<file path="config.mk">
export PLATFORM = sky130hd
export DESIGN_NAME = sram_arbiter
export DESIGN_NICKNAME = d
export VERILOG_FILES = /design/src/rtl/sram_arbiter.sv
export SDC_FILE = /design/constraint.sdc
export NUM_CORES = 1
export LEC_CHECK = 0
export ABC_AREA = 1
export CAP_MARGIN = 10
export CORE_ASPECT_RATIO = 0.6
export CORE_MARGIN = 1.5
export CORE_UTILIZATION = 38
export DETAILED_ROUTE_END_ITERATION = 7
export PLACE_DENSITY = 0.88
export SLEW_MARGIN = 40
export SYNTH_ARGS = -nofsm -noshare
export SYNTH_HDL_FRONTEND = slang
export SYNTH_SLANG_ARGS = --single-unit
</file>
<file path="constraint.sdc">
create_clock -name clk -period 1.4 [get_ports clk]
set_input_delay 0.42 -clock clk [delete_from_list [all_inputs] [get_ports clk]]
set_output_delay 0.42 -clock clk [all_outputs]
set_load 0.005 [all_outputs]
</file>
<file path="src/rtl/sram_arbiter.sv">
// Two-port round-robin arbiter and timing sequencer for an external async SRAM.
// Every SRAM-side output comes straight from a flop, so the strobes are glitch-free.
module sram_arbiter #(
   parameter int unsigned ADDR_W      = 19,
   parameter int unsigned DATA_W      = 16,
   parameter int unsigned WAIT_CYCLES = 2
) (
   input  logic              clk,
   input  logic              rst_n,
   input  logic              req0_valid,
   input  logic              req0_we,
   input  logic [ADDR_W-1:0] req0_addr,
   input  logic [DATA_W-1:0] req0_wdata,
   output logic              req0_ready,
   output logic              rsp0_valid,
   output logic [DATA_W-1:0] rsp0_rdata,
   input  logic              req1_valid,
   input  logic              req1_we,
   input  logic [ADDR_W-1:0] req1_addr,
   input  logic [DATA_W-1:0] req1_wdata,
   output logic              req1_ready,
   output logic              rsp1_valid,
   output logic [DATA_W-1:0] rsp1_rdata,
   output logic [ADDR_W-1:0] sram_adr,
   output logic [DATA_W-1:0] sram_dat_o,
   input  logic [DATA_W-1:0] sram_dat_i,
   output logic              sram_dat_oe,
   output logic              sram_cs_n,
   output logic              sram_oe_n,
   output logic              sram_we_n
);

   localparam int unsigned CNT_W = (WAIT_CYCLES > 1) ? $clog2(WAIT_CYCLES) : 1;
   localparam logic [CNT_W-1:0] CNT_INIT = CNT_W'(WAIT_CYCLES - 1);

   typedef enum logic [1:0] {StIdle, StSetup, StStrobe, StHold} state_e;

   state_e            state_q, state_d;
   logic [CNT_W-1:0]  cnt_q, cnt_d;
   logic              we_q, we_d;          // latched access direction
   logic              port_q, port_d;      // latched granted port
   logic              last_grant_q, last_grant_d;
   logic [ADDR_W-1:0] adr_q, adr_d;
   logic [DATA_W-1:0] dat_o_q, dat_o_d;
   logic              dat_oe_q, dat_oe_d;
   logic              cs_n_q, cs_n_d;
   logic              oe_n_q, oe_n_d;
   logic              we_n_q, we_n_d;
   logic              rsp0_valid_q, rsp0_valid_d;
   logic              rsp1_valid_q, rsp1_valid_d;
   logic [DATA_W-1:0] rdata0_q, rdata0_d;
   logic [DATA_W-1:0] rdata1_q, rdata1_d;

   logic              grant;
   logic              accept;
   logic              sel_we;
   logic [ADDR_W-1:0] sel_addr;
   logic [DATA_W-1:0] sel_wdata;

   // Round-robin grant: a lone requester wins, a tie goes to the port not served last.
   always_comb begin
      grant = 1'b0;
      if (req0_valid && req1_valid) begin
         grant = ~last_grant_q;
      end else if (req1_valid) begin
         grant = 1'b1;
      end
      req0_ready = rst_n & (state_q == StIdle) & req0_valid & ~grant;
      req1_ready = rst_n & (state_q == StIdle) & req1_valid & grant;
      accept     = req0_ready | req1_ready;
      sel_we     = grant ? req1_we    : req0_we;
      sel_addr   = grant ? req1_addr  : req0_addr;
      sel_wdata  = grant ? req1_wdata : req0_wdata;
   end

   // Next-state and next-output logic; outputs are registered one state ahead.
   always_comb begin
      state_d      = state_q;
      cnt_d        = cnt_q;
      we_d         = we_q;
      port_d       = port_q;
      last_grant_d = last_grant_q;
      adr_d        = adr_q;
      dat_o_d      = dat_o_q;
      dat_oe_d     = dat_oe_q;
      cs_n_d       = cs_n_q;
      oe_n_d       = oe_n_q;
      we_n_d       = we_n_q;
      rsp0_valid_d = 1'b0;
      rsp1_valid_d = 1'b0;
      rdata0_d     = rdata0_q;
      rdata1_d     = rdata1_q;
      unique case (state_q)
         StIdle: begin
            if (accept) begin
               state_d      = StSetup;
               we_d         = sel_we;
               port_d       = grant;
               last_grant_d = grant;
               cs_n_d       = 1'b0;
               adr_d        = sel_addr;
               dat_oe_d     = sel_we;
               if (sel_we) begin
                  dat_o_d = sel_wdata;
               end
            end
         end
         StSetup: begin
            state_d = StStrobe;
            cnt_d   = CNT_INIT;
            if (we_q) begin
               we_n_d = 1'b0;
            end else begin
               oe_n_d = 1'b0;
            end
         end
         StStrobe: begin
            if (cnt_q == '0) begin
               // Last strobe cycle: release strobes, capture read data, signal completion.
               state_d = StHold;
               we_n_d  = 1'b1;
               oe_n_d  = 1'b1;
               if (port_q) begin
                  rsp1_valid_d = 1'b1;
                  if (!we_q) rdata1_d = sram_dat_i;
               end else begin
                  rsp0_valid_d = 1'b1;
                  if (!we_q) rdata0_d = sram_dat_i;
               end
            end else begin
               cnt_d = cnt_q - 1'b1;
            end
         end
         StHold: begin
            // adr/dat_o stay put so the SRAM sees hold time after the strobe.
            state_d  = StIdle;
            cs_n_d   = 1'b1;
            dat_oe_d = 1'b0;
         end
         default: state_d = StIdle;
      endcase
   end

   // State and output registers.
   always_ff @(posedge clk or negedge rst_n) begin
      if (!rst_n) begin
         state_q      <= StIdle;
         cnt_q        <= '0;
         we_q         <= 1'b0;
         port_q       <= 1'b0;
         last_grant_q <= 1'b1;
         adr_q        <= '0;
         dat_o_q      <= '0;
         dat_oe_q     <= 1'b0;
         cs_n_q       <= 1'b1;
         oe_n_q       <= 1'b1;
         we_n_q       <= 1'b1;
         rsp0_valid_q <= 1'b0;
         rsp1_valid_q <= 1'b0;
         rdata0_q     <= '0;
         rdata1_q     <= '0;
      end else begin
         state_q      <= state_d;
         cnt_q        <= cnt_d;
         we_q         <= we_d;
         port_q       <= port_d;
         last_grant_q <= last_grant_d;
         adr_q        <= adr_d;
         dat_o_q      <= dat_o_d;
         dat_oe_q     <= dat_oe_d;
         cs_n_q       <= cs_n_d;
         oe_n_q       <= oe_n_d;
         we_n_q       <= we_n_d;
         rsp0_valid_q <= rsp0_valid_d;
         rsp1_valid_q <= rsp1_valid_d;
         rdata0_q     <= rdata0_d;
         rdata1_q     <= rdata1_d;
      end
   end

   assign sram_adr    = adr_q;
   assign sram_dat_o  = dat_o_q;
   assign sram_dat_oe = dat_oe_q;
   assign sram_cs_n   = cs_n_q;
   assign sram_oe_n   = oe_n_q;
   assign sram_we_n   = we_n_q;
   assign rsp0_valid  = rsp0_valid_q;
   assign rsp1_valid  = rsp1_valid_q;
   assign rsp0_rdata  = rdata0_q;
   assign rsp1_rdata  = rdata1_q;

endmodule
</file>
=== Word-level counts from Yosys, hierarchy flattened ===
Cells that the tools add are included.

* Bits in registers: 79
* Input bits: 92
* Output and inout bits: 75
* Word-level logic and storage cells: 71

* Add/subtract/negate cells: 1
* Equality and inequality tests: 7
* Multiplexer cells: 25
* Bitwise operators: 11
* Reductions and logical operators: 12

{| class="wikitable"
|+ Operator list
! cell !! count
|-
| 19-bit 2-to-1 mux || 1
|-
| 16-bit 2-to-1 mux || 1
|-
| 1-bit 2-to-1 mux || 15
|-
| 1-bit one-hot mux with 2 select lines || 5
|-
| 3-bit AND reduction || 3
|-
| 2-bit != test, second input constant || 4
|-
| 2-bit one-hot mux with 4 select lines || 1
|-
| 4-bit AND reduction || 2
|-
| 2-bit AND reduction || 3
|-
| 1-bit bitwise AND || 5
|-
| 1-bit NOT || 5
|-
| 2-bit == test, second input constant || 2
|-
| 2-bit 2-to-1 mux || 2
|-
| 2-bit nonzero test || 2
|-
| 2-bit by 1-bit == test with 1-bit output, second input constant || 1
|-
| 2-bit logical NOT || 1
|-
| 1-bit logical AND || 1
|-
| 1-bit bitwise OR || 1
|-
| 1-bit subtractor, second input constant || 1
|}

=== Logic depth before layout (Yosys ltp) ===
Gate-level depths: netlist of the first run.

* Depth after elaboration: 7
* Depth in mapped cells: 10
* Depth with buffers taken out: 9

=== Worst setup path after synthesis of the first run ===
OpenSTA, ideal clock, no wires.

* Path type: register to output
* Start point: reg last_grant_q
* End point: out req0_ready
* Data arrival time: 1.121 ns
* Data required time: 0.980 ns
* Setup slack: -0.141 ns
* Stages on the path, launching flop included: 7
* Path buffers: 2
* Cells stage by stage: dfstp_2 nand2_1 nand2_2 buf_6 inv_4 buf_6 nor3_1

* Longest elaborated chain between the ends: 4

{| class="wikitable"
|+ RTL lines
! item !! line !! source
|-
| start: declaration || 42 || <nowiki>logic last_grant_q, last_grant_d;</nowiki>
|-
| start signal: assignment || 167 || <nowiki>last_grant_q <= last_grant_d;</nowiki>
|-
| 1-bit NOT || 64 || <nowiki>grant = ~last_grant_q;</nowiki>
|-
| 1-bit 2-to-1 mux || 63 || <nowiki>if (req0_valid && req1_valid) begin</nowiki>
|-
| 1-bit NOT || 68 || <nowiki>req0_ready = rst_n & (state_q == StIdle) & req0_valid & ~grant;</nowiki>
|-
| 1-bit bitwise AND || 68 ||
|-
| end: declaration || 14 || <nowiki>output logic req0_ready,</nowiki>
|}

No other way between the ends.

=== Worst setup path after layout of the first run ===
* Start point: reg state_q[1]
* End point: out req1_ready

* Longest elaborated chain between the ends: 4

{| class="wikitable"
|+ RTL lines
! item !! line !! source
|-
| start: declaration || 38 || <nowiki>state_e state_q, state_d;</nowiki>
|-
| start signal: assignment || 147 || <nowiki>state_q <= StIdle;</nowiki>
|-
| start signal: assignment || 163 || <nowiki>state_q <= state_d;</nowiki>
|-
| 2-bit logical NOT || 69 || <nowiki>req1_ready = rst_n & (state_q == StIdle) & req1_valid & grant;</nowiki>
|-
| 1-bit bitwise AND (3 in a row) || 69 ||
|-
| end: declaration || 21 || <nowiki>output logic req1_ready,</nowiki>
|}

No other way between the ends.

==> flow_summary.ini, run 1 <==
[setup_path]
critPathCaptureType = output pin
rr_worst_depth = 10
critPathKind = reg -> out
crit_fanout = 2
critical_path_required_ps = 980
cp_top_family = flip-flops
worstPathArrival_ps = 1370
cp-start-kind = register
worstPathCellList = inv_2 > ha_4 > nand2_4 > inv_2 > nand2_2 > inv_2 > buf_2
r2r_setup_slack_ps = -250
crit_top_cell = inv_2
worstReg2RegStart = state_q[0]
r2r_end = rsp0_rdata[11]
cp_num_buf_inv = 4
cpMaxStageDelayCell = dfrtp_1
crit_path_max_incr_delay_ps = 410

[power_and_ir_drop]
combPwrFrac = 0.465
switchingPower_w = 0.00427
leakagePower_nw = 3.26
seq_power_share = 0.328
p_per_area_nw_per_um2 = 1940
vdd.ir_drop.worst_mv = 0.995
finalPower_w = 0.0126
p_int_w = 0.00837
power.clock.fraction = 0.207
swShare = 0.338

[sta]
fin_crit_sh = 1.28
fmax_mhz = 558
final_hold_viol_count = 0
hold-worst-slack_ps = 268
slew_headroom = 0.529
fin_setup_tns_ps = -13570
tightest_slew_ps = 706
period_needed_ps = 1790
maxSlewViolCount = 0
fin_ws_ps = -392
grt_setup_unrepaired = true
setup-violations-final = 75
fin_skew_ps = 5.57

[global_route]
grt_pass1_vias = 3704
grt_overflow = 0
antenna_found_initial = 0
grt_max_degree = 80
grt_first_pass_wirelength_mm = 18.2
grt_usage = 0.234

[detailed_routing]
dr.pass1.iters = 4
drtAntennaViolNets = 0
routed_wl_mm = 12.2
drtIter0Drc = 177
drc_errors = 0
wl_per_cell_um = 15.5
avgViaCountPerCell = 4.70
dr_total_vias = 3696

[cells_and_area]
multiInputGateArea_sq_um = 1510
layout.cells.most_common = nand2_1
final_cell_mix = 176 x nand2_1, 88 x clkdlybuf4s50_1, 75 x dfrtp_1
fillCellCount = 688
area_growth_pct = 78.5
fin_area_sq_um = 6500
ff_latch_area_sq_um = 1980
drive_gt1_frac = 0.207
num-nets-final = 749
antenna_cells = 0

[synth]
ys_seq_area_frac = 0.544
synth_top_area_cell = dfrtp_1
syn-cell-area_sq_um = 3640
synth_area_leaders = dfrtp_1 52%, nand2_1 19%, inv_1 5.0%
synth-xor-area-share = 0
synth_compound_area_frac = 0.124
synth_top_family_by_area = simple AND/OR/NAND/NOR gates
yosysUniqueCellTypes = 26
synthesis.nets = 536
syn_inst = 439
ys_warn_count = 0
synth_top_area_frac = 0.515
synth_adder_area_share = 0.0172
synthMuxAreaShare = 0
ys_ff_latch = 79
synth.avg_cell_area_sq_um = 8.30
yosys.area_share.simple = 0.225

[cts]
cts_htree_levels = 3
worstSkewPairLatency_ps = 330
clkTransAtPathRegs_ps = 60
cts_tree = built
clk_path_buf_depth = 2
cts_sinks = 79
cts_hold_buffers = 0
cts_buffers = 9
cts_root_buffer = clkbuf_16

[die]
core_sq_um = 9260
die_w_um = 129
die_h_um = 78.8
start_util = 0.393
num_rows = 27
die_area_sq_um = 10200
ios = 167

[place]
pre_cts_ws_ps = -815
dpl.hpwl_mm = 7.64
gp_congestion = 0.827
io_buffers = 166
dpl-instance-area_sq_um = 5550

[run_status]
violations = negative setup slack
status = complete, but fails checks

[hold_path]
min_path_type = in -> async

[job]
cap_violations = 0
[per-layer routing]
layer	vias up	wire [um]	track usage
li1	1782	-	-
met1	1756	5430	0.294
met2	135	5820	0.389
met3	23	717	0.0640
met4	0	263	0.0809
met5	-	0	0
[registers in the layout, indices dropped and copies added (netlist names)]
register / flops
rsp1_rdata: 16
we_q: 1
sram_cs_n: 1
sram_adr: 19
sram_dat_o: 16
sram_we_n: 1
sram_oe_n: 1
rsp0_rdata: 16
sram_dat_oe: 1
cnt_q: 1
last_grant_q: 1
state_q: 2
port_q: 1
rsp1_valid: 1
rsp0_valid: 1
[synth_stat cells (all sizes together)]
| cell | count |
|---|---|
| nand2 | 192 |
| nand3 | 5 |
| inv | 52 |
| o21ai | 78 |
| a21oi | 1 |
| dfrtp | 75 |
| o211ai | 1 |
| nor3 | 1 |
| ha | 5 |
| buf | 15 |
| dfstp | 4 |
| nor2 | 6 |
| clkbuf | 4 |
[worst max path at each step]
stage	from	endpoint	slack, ps	cells past startpoint
after floorplan	last_grant_q	req0_ready	-80	6
after global placement	req0_valid	req0_ready	-750	6
after detailed placement	req0_valid	we_q	-810	7
after CTS	state_q[0]	req0_ready	-330	5
after global routing	state_q[1]	req1_ready	-440	7
final	state_q[1]	req1_ready	-390	7
[cell families after synthesis]
| family | after synthesis |
|---|---|
| AOI/OAI and AO/OA | 80 |
| and+or+nand+nor | 204 |
| DFF | 79 |
| adders and majority gates | 5 |
| buffers and inverters | 71 |
[layout make-up]
cell class              count  area share
repair buffers            220       0.355
flip-flops and latches     79       0.305
multi-input cells         290       0.233
clock buffers              12      0.0364
inverters                  52      0.0312
well taps                 130      0.0250
clock inverters             4      0.0146
[worst register-to-register path, cell delays in order, from the launching register on]
cell     delay, ps
dfrtp_1        390
inv_2           90
buf_4          120
ha_2           170
inv_1           60
nor2_4         100
buf_6          120
nand3_4        160
buf_12         210
nand2_1         60
o21ai_1         60
[repair_timing]
item	4_1_cts	5_1_grt
resized for setup	185	67
setup buffers	15	10
pin swaps	9	6
cloned	7	4
setup endpoints to repair	150	96
[power by group through the flow]
stage          clock, W  sequential [W]  combinational (W)
6_report        0.00262         0.00415            0.00587
5_1_grt         0.00275         0.00426            0.00639
4_1_cts         0.00266         0.00412            0.00542
3_5_place_dp          0         0.00413            0.00524
3_3_place_gp          0         0.00406            0.00504
2_1_floorplan         0         0.00414            0.00204
[per-stage QoR]
step,cells,utilization
2_1_floorplan,439,-
3_3_place_gp,736,0.599
3_5_place_dp,736,0.599
4_1_cts,773,0.674
5_1_grt,787,0.702
6_report,787,0.702
Note: power is estimated with default switching activity, not from simulation.
==> run 2: changes to the inputs <==
--- a/config.mk
+++ b/config.mk
@@ -11,7 +11,7 @@
 export CORE_MARGIN = 1.5
 export CORE_UTILIZATION = 38
 export DETAILED_ROUTE_END_ITERATION = 7
-export PLACE_DENSITY = 0.88
+export PLACE_DENSITY = 0.77
 export SLEW_MARGIN = 40
 export SYNTH_ARGS = -nofsm -noshare
 export SYNTH_HDL_FRONTEND = slang
==> flow_summary.ini, run 2 (synthesis gave the netlist of run 1 again) <==
[sta]
tightest_slew_ps = 709
fin_ws_ps = -349
maxSlewViolCount = 0
fin_setup_tns_ps = -15920
final_hold_viol_count = 0
grt_setup_unrepaired = true
fin_crit_sh = 1.25
slew_headroom = 0.527
hold-worst-slack_ps = 247
period_needed_ps = 1750
setup-violations-final = 78
fin_skew_ps = 5.95
fmax_mhz = 572

[detailed_routing]
routed_wl_mm = 13.3
drc_errors = 0
wl_per_cell_um = 16.7
avgViaCountPerCell = 4.70
drtAntennaViolNets = 0
dr.pass1.iters = 4
drtIter0Drc = 216
dr_total_vias = 3743

[setup_path]
cp_top_family = flip-flops
worstPathArrival_ps = 1330
crit_fanout = 3
cpMaxStageDelayCell = dfstp_2
r2r_end = rsp1_rdata[5]
r2r_setup_slack_ps = -310
worstPathCellList = nand2_2 > nand2_4 > inv_6 > nor3_4 > buf_2
worstReg2RegStart = state_q[0]
cp-start-kind = register
critical_path_required_ps = 980
critPathCaptureType = output pin
crit_path_max_incr_delay_ps = 560
critPathKind = reg -> out
cp_num_buf_inv = 2
rr_worst_depth = 11

[power_and_ir_drop]
power.clock.fraction = 0.180
leakagePower_nw = 3.31
p_per_area_nw_per_um2 = 1920
switchingPower_w = 0.00461
vdd.ir_drop.worst_mv = 0.960
p_int_w = 0.00823
finalPower_w = 0.0128
combPwrFrac = 0.495
seq_power_share = 0.325
swShare = 0.359

[die]
die_h_um = 78.8
num_rows = 27
die_w_um = 129
die_area_sq_um = 10200
ios = 167
core_sq_um = 9260
start_util = 0.393

[place]
dpl.hpwl_mm = 7.37
io_buffers = 166
gp_congestion = 0.802
pre_cts_ws_ps = -768
placed_cells = 736

[cts]
cts_htree_levels = 3
cts_root_buffer = clkbuf_16
clk_path_buf_depth = 2
clkTransAtPathRegs_ps = 60
cts_hold_buffers = 0
worstSkewPairLatency_ps = 330
cts_buffers = 9
cts_tree = built
cts_sinks = 79

[global_route]
antenna_found_initial = 0
grt_pass1_vias = 3515
grt_first_pass_wirelength_mm = 17.3
grt_overflow = 0
grt_max_degree = 80
grt_usage = 0.220

[cells_and_area]
antenna_cells = 0
drive_gt1_frac = 0.261
num-nets-final = 759
largest_reg_flops = 19
fillCellCount = 652
layout.cells.most_common = nand2_1
final_cell_mix = 156 x nand2_1, 88 x clkdlybuf4s50_1, 75 x dfrtp_1
layout.cells.non_filler = 797
area_growth_pct = 83.2

[run_status]
status = complete, but fails checks
violations = negative setup slack

[hold_path]
min_path_type = in -> async

[job]
cap_violations = 0
[run 2: worst reg2reg max path: stages (launching register included)]
cell and delay, ps:
dfrtp_1 390, inv_2 80, buf_4 110, buf_6 90, ha_4 140, inv_4 40
nor2_4 130, buf_6 130, nand3_4 130, clkbuf_16 220, nand2_1 80, o21ai_1 60
[run 2: worst max path at each step]
stage,from,end,depth (start not counted)
finish,last_grant_q,req0_ready,5
global placement,req0_valid,req0_ready,6
floorplan,last_grant_q,req0_ready,6
detailed placement,req0_valid,sram_dat_o[6],9
CTS,state_q[0],req0_ready,5
global route,last_grant_q,req0_ready,5
[run 2: per-layer routing]
metal,part of all wire,global-route usage
met1,0.45,0.293
met2,0.48,0.354
met3,0.050,0.0532
met4,0.021,0.0764
met5,0,0
[run 2: through the flow]
stage / area, sq um / utilization
final: 6670 / 0.721
after global routing: 6670 / 0.721
after CTS: 6150 / 0.665
after detailed placement: 5550 / 0.599
after global placement: 5550 / 0.599
after floorplan: 3680 / -
[run 2: timing repair]
| action | in CTS | in global routing |
|---|---|---|
| gates resized for setup | 171 | 122 |
| endpoints found under the setup margin | 149 | 104 |
| setup buffers | 17 | 16 |
| cloned | 5 | 9 |
| pin swaps | 5 | 16 |
[run 2: final cells by class]
| cell class | instances | area [sq um] | area share |
|---|---|---|---|
| inverter | 52 | 215 | 0.0322 |
| clock buffer | 10 | 229 | 0.0343 |
| timing repair buffer | 229 | 2410 | 0.361 |
| sequential | 79 | 1980 | 0.297 |
| multi-input combinational | 291 | 1610 | 0.242 |
| tap | 130 | 163 | 0.0244 |
| clock inverter | 6 | 61.3 | 0.00919 |
[run 2: power by group through the flow]
stage	registers, W	clock network (W)	logic, W
after global placement	0.00406	0	0.00509
after floorplan	0.00414	0	0.00204
after detailed placement	0.00409	0	0.00521
final	0.00417	0.00231	0.00636
after CTS	0.00407	0.00231	0.00529
after global routing	0.00429	0.00240	0.00683
==> run 3: changes to the inputs <==
--- a/config.mk
+++ b/config.mk
@@ -6,6 +6,7 @@
 export NUM_CORES = 1
 export LEC_CHECK = 0
 export ABC_AREA = 1
+export ABC_CLOCK_PERIOD_IN_PS = 1400
 export CAP_MARGIN = 10
 export CORE_ASPECT_RATIO = 0.6
 export CORE_MARGIN = 1.5
==> results of run 3 <==
Same layout as run 2: the final DEF is identical, and so are final timing and power.
